**src/rtl/ball_motion_if.sv**
```systemverilog
// Ball engine bundle: serve request and paddle rows in, ball coordinates and
// game events out.
interface ball_motion_if;
  logic       start;
  logic [2:0] paddle_l;
  logic [2:0] paddle_r;
  logic [2:0] X;
  logic [2:0] Y;
  logic       running;
  logic       hit;
  logic       miss_l;
  logic       miss_r;

  modport master (
    output start, paddle_l, paddle_r,
    input  X, Y, running, hit, miss_l, miss_r
  );

  modport slave (
    input  start, paddle_l, paddle_r,
    output X, Y, running, hit, miss_l, miss_r
  );
endinterface

```
**src/rtl/ball_motion.sv**
```systemverilog
// Ball motion engine for the 8x8 ping-pong field: steps the ball once per game
// tick, bounces it off walls and paddles, and reports hits and misses.
module ball_motion #(
  parameter int TICK_DIV   = 25_000_000,
  parameter int PADDLE_LEN = 3
) (
  input logic         clk,
  input logic         rst,
  ball_motion_if.slave bus
);

  localparam logic [1:0] ST_IDLE = 2'd0;
  localparam logic [1:0] ST_RUN  = 2'd1;
  localparam logic [1:0] ST_OVER = 2'd2;

  localparam int         CNT_W = (TICK_DIV > 1) ? $clog2(TICK_DIV) : 1;
  localparam logic [3:0] PMAX  = 4'(8 - PADDLE_LEN);

  logic [1:0]       state;
  logic [CNT_W-1:0] cnt;
  logic             over_cnt;
  logic [2:0]       x, y;
  logic             dx, dy, serve_dx;
  logic             running, hit, miss_l, miss_r;

  logic [2:0] nx, ny;
  logic       ndx, ndy, hit_c, miss_l_c, miss_r_c;
  logic       tick;

  function automatic logic [3:0] clamp_pad(input logic [2:0] p);
    logic [3:0] p4;
    p4 = {1'b0, p};
    return (p4 > PMAX) ? PMAX : p4;
  endfunction

  // Coverage is evaluated in 4 bits so top+PADDLE_LEN-1 never wraps past row 7.
  function automatic logic covers(input logic [3:0] top, input logic [2:0] row);
    logic [3:0] r4;
    r4 = {1'b0, row};
    return (r4 >= top) && (r4 <= top + 4'(PADDLE_LEN - 1));
  endfunction

  assign tick = (cnt == CNT_W'(TICK_DIV - 1));

  always_comb begin
    ny       = y;
    ndy      = dy;
    nx       = x;
    ndx      = dx;
    hit_c    = 1'b0;
    miss_l_c = 1'b0;
    miss_r_c = 1'b0;

    if (dy) begin
      if (y == 3'd7) begin
        ny  = 3'd6;
        ndy = 1'b0;
      end else begin
        ny = y + 3'd1;
      end
    end else begin
      if (y == 3'd0) begin
        ny  = 3'd1;
        ndy = 1'b1;
      end else begin
        ny = y - 3'd1;
      end
    end

    // Paddle test uses the row the ball occupies before this move.
    if (dx) begin
      if (x == 3'd6) begin
        if (covers(clamp_pad(bus.paddle_r), y)) begin
          nx    = 3'd5;
          ndx   = 1'b0;
          hit_c = 1'b1;
        end else begin
          nx       = 3'd7;
          miss_r_c = 1'b1;
        end
      end else begin
        nx = x + 3'd1;
      end
    end else begin
      if (x == 3'd1) begin
        if (covers(clamp_pad(bus.paddle_l), y)) begin
          nx    = 3'd2;
          ndx   = 1'b1;
          hit_c = 1'b1;
        end else begin
          nx       = 3'd0;
          miss_l_c = 1'b1;
        end
      end else begin
        nx = x - 3'd1;
      end
    end
  end

  always_ff @(posedge clk) begin
    if (rst) begin
      state    <= ST_IDLE;
      cnt      <= '0;
      over_cnt <= 1'b0;
      x        <= 3'd3;
      y        <= 3'd3;
      dx       <= 1'b1;
      dy       <= 1'b1;
      serve_dx <= 1'b1;
      running  <= 1'b0;
      hit      <= 1'b0;
      miss_l   <= 1'b0;
      miss_r   <= 1'b0;
    end else begin
      hit    <= 1'b0;
      miss_l <= 1'b0;
      miss_r <= 1'b0;
      case (state)
        ST_IDLE: begin
          x   <= 3'd3;
          y   <= 3'd3;
          cnt <= '0;
          if (bus.start) begin
            dx      <= serve_dx;
            dy      <= 1'b1;
            state   <= ST_RUN;
            running <= 1'b1;
          end
        end
        ST_RUN: begin
          if (tick) begin
            cnt    <= '0;
            x      <= nx;
            y      <= ny;
            dx     <= ndx;
            dy     <= ndy;
            hit    <= hit_c;
            miss_l <= miss_l_c;
            miss_r <= miss_r_c;
            if (miss_l_c || miss_r_c) begin
              serve_dx <= miss_r_c;
              state    <= ST_OVER;
              running  <= 1'b0;
              over_cnt <= 1'b0;
            end
          end else begin
            cnt <= cnt + CNT_W'(1);
          end
        end
        ST_OVER: begin
          if (tick) begin
            cnt <= '0;
            if (over_cnt) begin
              state <= ST_IDLE;
              x     <= 3'd3;
              y     <= 3'd3;
            end else begin
              over_cnt <= 1'b1;
            end
          end else begin
            cnt <= cnt + CNT_W'(1);
          end
        end
        default: begin
          state   <= ST_IDLE;
          running <= 1'b0;
        end
      endcase
    end
  end

  assign bus.X       = x;
  assign bus.Y       = y;
  assign bus.running = running;
  assign bus.hit     = hit;
  assign bus.miss_l  = miss_l;
  assign bus.miss_r  = miss_r;

endmodule

```
**src/flat_wrapper.sv**
```systemverilog
// flat-port wrapper written by rule: the top's interface ports become plain ports
module ball_motion_flat 
#(
  parameter int TICK_DIV   = 25_000_000,
  parameter int PADDLE_LEN = 3
)
  (clk, rst, bus_start, bus_paddle_l, bus_paddle_r, bus_X, bus_Y, bus_running, bus_hit, bus_miss_l, bus_miss_r);
  ball_motion_if bus_i ();
  input logic clk;
  input logic rst;
  input wire logic [$bits(bus_i.start)-1:0] bus_start;
  input wire logic [$bits(bus_i.paddle_l)-1:0] bus_paddle_l;
  input wire logic [$bits(bus_i.paddle_r)-1:0] bus_paddle_r;
  output wire logic [$bits(bus_i.X)-1:0] bus_X;
  output wire logic [$bits(bus_i.Y)-1:0] bus_Y;
  output wire logic [$bits(bus_i.running)-1:0] bus_running;
  output wire logic [$bits(bus_i.hit)-1:0] bus_hit;
  output wire logic [$bits(bus_i.miss_l)-1:0] bus_miss_l;
  output wire logic [$bits(bus_i.miss_r)-1:0] bus_miss_r;
  assign bus_i.start = bus_start;
  assign bus_i.paddle_l = bus_paddle_l;
  assign bus_i.paddle_r = bus_paddle_r;
  assign bus_X = bus_i.X;
  assign bus_Y = bus_i.Y;
  assign bus_running = bus_i.running;
  assign bus_hit = bus_i.hit;
  assign bus_miss_l = bus_i.miss_l;
  assign bus_miss_r = bus_i.miss_r;
  ball_motion #(.TICK_DIV(TICK_DIV), .PADDLE_LEN(PADDLE_LEN)) u_core (.clk(clk), .rst(rst), .bus(bus_i));
endmodule
```
**config.mk**
```make
export PLATFORM = sky130hd
export DESIGN_NAME = ball_motion_flat
export DESIGN_NICKNAME = d
export VERILOG_FILES = /design/src/rtl/ball_motion_if.sv /design/src/rtl/ball_motion.sv /design/src/flat_wrapper.sv
export SDC_FILE = /design/constraint.sdc
export NUM_CORES = 1
export LEC_CHECK = 0
export CAP_MARGIN = 30
export CORE_MARGIN = 3
export CORE_UTILIZATION = 50
export CTS_BUF_LIST = sky130_fd_sc_hd__clkbuf_2
export DETAILED_ROUTE_END_ITERATION = 8
export PLACE_DENSITY = 0.78
export SLEW_MARGIN = 20
export SYNTH_ARGS = -nofsm -noshare
export SYNTH_HDL_FRONTEND = slang
export SYNTH_SLANG_ARGS = --single-unit
```
**constraint.sdc**
```tcl
create_clock -name clk -period 2.4 [get_ports clk]
set_clock_uncertainty 0.2 [all_clocks]
set_input_delay 0.24 -clock clk [delete_from_list [all_inputs] [get_ports clk]]
set_output_delay 0.24 -clock clk [all_outputs]
set_load 0.02 [all_outputs]
```
# Yosys cells after proc, flatten, opt, wreduce, memory -nomap -nowiden
# Index checks and enable logic that the tools add are counted.
totals:
  wordCells: 107
  ff_bits: 41
  inputBits: 9
  output_inout_bits: 10
op_classes:
  n_reduce_logical: 17
  mux: 51
  n_eq_ne: 11
  addsub: 7
  bitwise_logic: 3
  magnitude_cmp: 6
op_table:
  columns: ["cell", "n"]
  rows:
  - ["$pmux W25 S2", 1]
  - ["$mux W3", 12]
  - ["$add A25 B1 Y25 const B", 1]
  - ["$eq A25 B25 Y1 const B", 1]
  - ["$mux W25", 1]
  - ["$mux W1", 23]
  - ["$pmux W3 S3", 2]
  - ["$mux W2", 7]
  - ["$reduce_and A4 Y1", 3]
  - ["$add A4 B2 Y4 const B", 2]
  - ["$ge A3 B4 Y1", 2]
  - ["$le A3 B4 Y1", 2]
  - ["$ne A2 B1 Y1 const B", 4]
  - ["$add A3 B1 Y3 const B", 2]
  - ["$eq A3 B3 Y1 const B", 2]
  - ["$gt A3 B3 Y1 const B", 2]
  - ["$pmux W1 S2", 3]
  - ["$pmux W2 S3", 1]
  - ["$reduce_and A3 Y1", 2]
  - ["$reduce_bool A2 Y1", 3]
  - ["$sub A3 B1 Y3 const B", 2]
  - ["$reduce_and A5 Y1", 1]
  - ["$eq A3 B1 Y1 const B", 1]
  - ["$logic_not A3 Y1", 1]
  - ["other kinds (11)", 14]

# Longest topological paths before layout
logic_depth:
  ltp_word: 12
  ltp_mapped: 10

# Least setup slack after synthesis
# No wires, ideal clock.
synth_timing:
  path_type: "reg-to-reg"
  from: "register u_core.y[0] (netlist: u_core.bus.Y[0])"
  to: "register u_core.running (netlist: u_core.bus.running)"
  t_required_ns: 2.128
  path_stages_with_launch: 9
  setup_time_ns: 0.072
  arrival_time_ns: 2.236
  period_less_slack_ns: 2.508
  path_slack_ns: -0.108
  path_cell_list: "dfxtp_1 -> inv_1 -> ha_1 -> or3b_2 -> o211ai_1 -> a22o_1 -> o21ai_0 -> a211oi_1 -> mux2i_1"
synth_via:
  elab_chain_len: 8
synth_rtl:
  columns: ["element", "line_no", "source"]
  rows:
  - ["start: declaration", "ball_motion.sv:22", "logic [2:0] x, y;"]
  - ["start signal: assignment", "ball_motion.sv:134", "y <= ny;"]
  - ["$ge A3 B4 Y1 / $le A3 B4 Y1 (equally long branches)", "ball_motion.sv:40", "return (r4 >= top) && (r4 <= top + 4'(PADDLE_LEN - 1));"]
  - ["$logic_and A1 B1 Y1", "ball_motion.sv:40", null]
  - ["$mux W1, on equally long branches", "ball_motion.sv:86, ball_motion.sv:73", null]
  - ["$mux W1, on equally long branches", "ball_motion.sv:85, ball_motion.sv:72", null]
  - ["$mux W1", "ball_motion.sv:71", "if (dx) begin"]
  - ["$logic_or A1 B1 Y1 (*)", "ball_motion.sv:140", "if (miss_l_c || miss_r_c) begin"]
  - ["$ne A2 B1 Y1 (no line) (*)", null, null]
  - ["$reduce_and A4 Y1 (no line) (*)", null, null]
  - ["end signal: assignment", "ball_motion.sv:110", "running <= 1'b0;"]
  - ["end signal: assignment", "ball_motion.sv:143", "running <= 1'b0;"]
  - ["end signal: assignment", "ball_motion.sv:166", "running <= 1'b0;"]
  - ["end: declaration", "ball_motion.sv:24", "logic running, hit, miss_l, miss_r;"]
# Mark *: on every way between the ends. The rest lies on a longest branch, timed or not.
# A chain may end at the register's enable or synchronous reset.

# Final worst setup path
layout_timing:
  from: "register u_core.cnt[7]"
  to: "register u_core.dy"
layout_via:
  elab_chain_len: 3
layout_rtl:
  columns: ["element", "line_no", "source"]
  rows:
  - ["start: declaration", "ball_motion.sv:20", "logic [CNT_W-1:0] cnt;"]
  - ["start signal: assignment", "ball_motion.sv:147", "cnt <= cnt + CNT_W'(1);"]
  - ["start signal: assignment", "ball_motion.sv:161", "cnt <= cnt + CNT_W'(1);"]
  - ["$eq A25 B25 Y1", "ball_motion.sv:43", "assign tick = (cnt == CNT_W'(TICK_DIV - 1));"]
  - ["$ne A2 B1 Y1 (no line)", null, null]
  - ["$reduce_and A3 Y1 (no line)", null, null]
  - ["end signal: assignment", "ball_motion.sv:136", "dy <= ndy;"]
  - ["end: declaration", "ball_motion.sv:23", "logic dx, dy, serve_dx;"]
# Every way passes these cells.

==> impl_metrics.ini <==
[outcome]
status = finished with violations
violations = negative setup slack

[timing]
hold_viol = 0
worstMarginPinSlew_ns = 0.476
finalCriticalPeriod_ns = 2.54
setup_viol = 35
final.setup.worst_slack_ns = -0.143
slew_headroom = 0.683
rsz0062_at_grt = yes
fmax_mhz = 393
finalCritPeriodShare = 1.06
drv_slew = 0

[clocking]
cts-buffers-inserted = 5
clkSinkCount = 41
cts_tree = done
clk_latency_ns = 0.42
cts_root_buffer = clkbuf_2
clk_pin_slew_ns = 0.21
cts_buffer_depth = 2
htreeDepth = 2

[finish]
fin_cells = 435
seqCellArea_sq_um = 825
drive_gt1_frac = 0.231
n_antenna_cell = 0
multi_input_area_sq_mm = 0.00166
utilization = 0.682
final_nets = 399
syn_to_final_growth_pct = 30.4
nFillCells = 384

[critical_path]
r2r_end = u_core.dy
regToRegSetupSlack_ns = -0.14
cp.arrival_ns = 2.64
rr_worst_depth = 7
critPathKind = flop to flop
endpoint = u_core.dy
timing.rr.start = u_core.cnt[7]
worst_setup_path_start_kind = flop
worstPathMaxFanout = 3
required_ns = 2.50
crit_start = u_core.cnt[7]
end_kind = flop

[drt]
routed_wl_mm = 6.09
route.detailed.drc = 0
final_antenna_net_count = 0
dr.pass1.iters = 4
drtIter0Drc = 151
wl_per_cell_um = 14.0
viasPerCell = 5.40
num_vias = 2347

[place]
io_buffers = 18
dp.cells = 423
gp_congestion = 0.830
dp_hpwl_mm = 4.42

[global_route]
grt_pass1_vias = 2281
antenna_found_initial = 0
grt_pass1_wl_mm = 10.3
grt_start_max_net_pins = 14
groute.usage.overall = 0.212
grt.overflow.total = 0

[synth]
muxShareOfSynthArea = 0.0280
synth_top_family_by_area = simple AND/OR/NAND/NOR gates
synthSimpleGateAreaFrac = 0.262
synth_area_leaders = dfxtp_1 33%, ha_1 12%, nor2_1 6.2%
synth_edf_count = 0
ys.flop_type = dfxtp_1
yosys-top-cells-count = 41 x dfxtp_1, 41 x nor2_1, 25 x nand2_1
ys_ff_latch = 41
syn_area_sq_mm = 0.00250
synth.avg_cell_area_sq_um = 8.31
yosys.area.top_type_share = 0.328
async_flop_share = 0
synth_compound_area_frac = 0.145
synth_xor_area_frac = 0.0770
synth-seq-area-share = 0.328
synth_adder_area_share = 0.115
synthCells = 301
synth_nets = 333
yosysWarnings = 0
synthDistinctLibCells = 49
synth_top_cell_by_area = dfxtp_1

[floorplan]
die-height_um = 76.7
initial_utilization = 0.523
rows = 25
io_pins = 19
dieArea_sq_mm = 0.00589
core_sq_mm = 0.00479
dieWidth_um = 76.7

[pwr]
max-vdd-ir-drop_mv = 0.494
power_density_mw_per_mm2 = 796
p_leak_uw = 0.00137

[flow_run]
max_cap_violations = 0

[hold_path]
hp-class = flop to flop
critical path, cell delays in order, from the launching register on:
cell and delay, ns:
dfxtp_2 0.37, or4_1 0.52, or4_4 0.43, or2_4 0.26
a211oi_4 0.22, buf_4 0.16, mux2i_1 0.18, o21ai_1 0.09
flip-flops by register name, indices dropped and copies added, names as in the netlist:
signal	cells
u_core.serve_dx	1
u_core.bus.miss_l	1
u_core.dy	1
u_core.bus.Y	3
u_core.bus.miss_r	1
u_core.state	2
u_core.over_cnt	1
u_core.bus.hit	1
u_core.dx	1
u_core.bus.X	3
u_core.cnt	25
u_core.bus.running	1
worst min path at each step:
stage,start,end,slack [ns],cells after the start
after floorplan,rst,u_core.bus.Y[2],0.11,1
after global placement,u_core.bus.running,u_core.bus.running,0.27,2
after detailed placement,u_core.bus.running,u_core.bus.running,0.27,2
after CTS,u_core.bus.running,u_core.bus.running,0.29,2
after global routing,rst,u_core.bus.hit,0.32,3
final,u_core.bus.running,u_core.bus.running,0.30,2
cells in the final DEF (no fill, tap or decap), drive strengths merged, types with 2 or more instances in the layout:
master / n
nor2b: 6
a22oi: 2
nor3b: 4
o21ai: 13
or4: 3
nor3: 10
a21o: 3
a21oi: 11
o211ai: 5
and3: 9
inv: 20
nor2: 41
clkinv: 3
nand2b: 2
nand3b: 2
xnor2: 14
or3b: 4
nand3: 8
nand2: 25
clkbuf: 5
a211oi: 3
or3: 2
buf: 49
o21a: 4
and2: 2
dfxtp: 41
and3b: 2
clkdlybuf4s50: 18
xor2: 8
mux2i: 7
ha: 23
nand4: 4
per-layer routing:
layer  wire (um)  track usage
met1        2680        0.264
met4         118       0.0797
met3         298       0.0364
met5           0            0
met2        2990        0.364
layout make-up:
class                      count  share of cell area
clock buffer                   5             0.00767
inverter                      20              0.0230
sequential                    41               0.253
tap                           67              0.0257
timing repair buffer          67               0.177
clock inverter                 3             0.00537
multi-input combinational    232               0.508
power by group:
part	total, uW	switching, uW	leakage [uW]	internal [uW]
Combinational	1480	748	0.00101	729
Sequential	812	61.5	0.000332	750
Clock	307	238	0.0000304	69.0
Total	2600	1050	0.00137	1550
what timing repair did:
action | CTS | global route
pin swaps | 6 | 8
hold buffers | 0 | 0
gates resized for setup | 20 | 13
setup endpoints to repair | 39 | 40
buffers inserted | 1 | 1
cloned | 1 | 1
kinds of logic after synthesis:
kind of cell,count (synthesis)
buf+inv,28
simple gates,128
flops,41
xor+xnor,22
compound gates,52
fa+ha+maj,23
mux,7
through the flow:
step / worst slack (ns) / power (uW) / hold slack (ns) / cell area, sq um / setup TNS, ns
global route: -0.232 / 2790 / 0.315 / 3260 / -6.53
floorplan: -0.0703 / 1650 / 0.112 / 2510 / -0.663
finish: -0.143 / 2600 / 0.298 / 3260 / -3.27
CTS: -0.148 / 2510 / 0.295 / 3190 / -2.46
detailed placement: -0.534 / 2110 / 0.267 / 3070 / -4.65
global placement: -0.442 / 2070 / 0.270 / 3070 / -3.58
No activity file was read; power rests on OpenSTA's default activity.
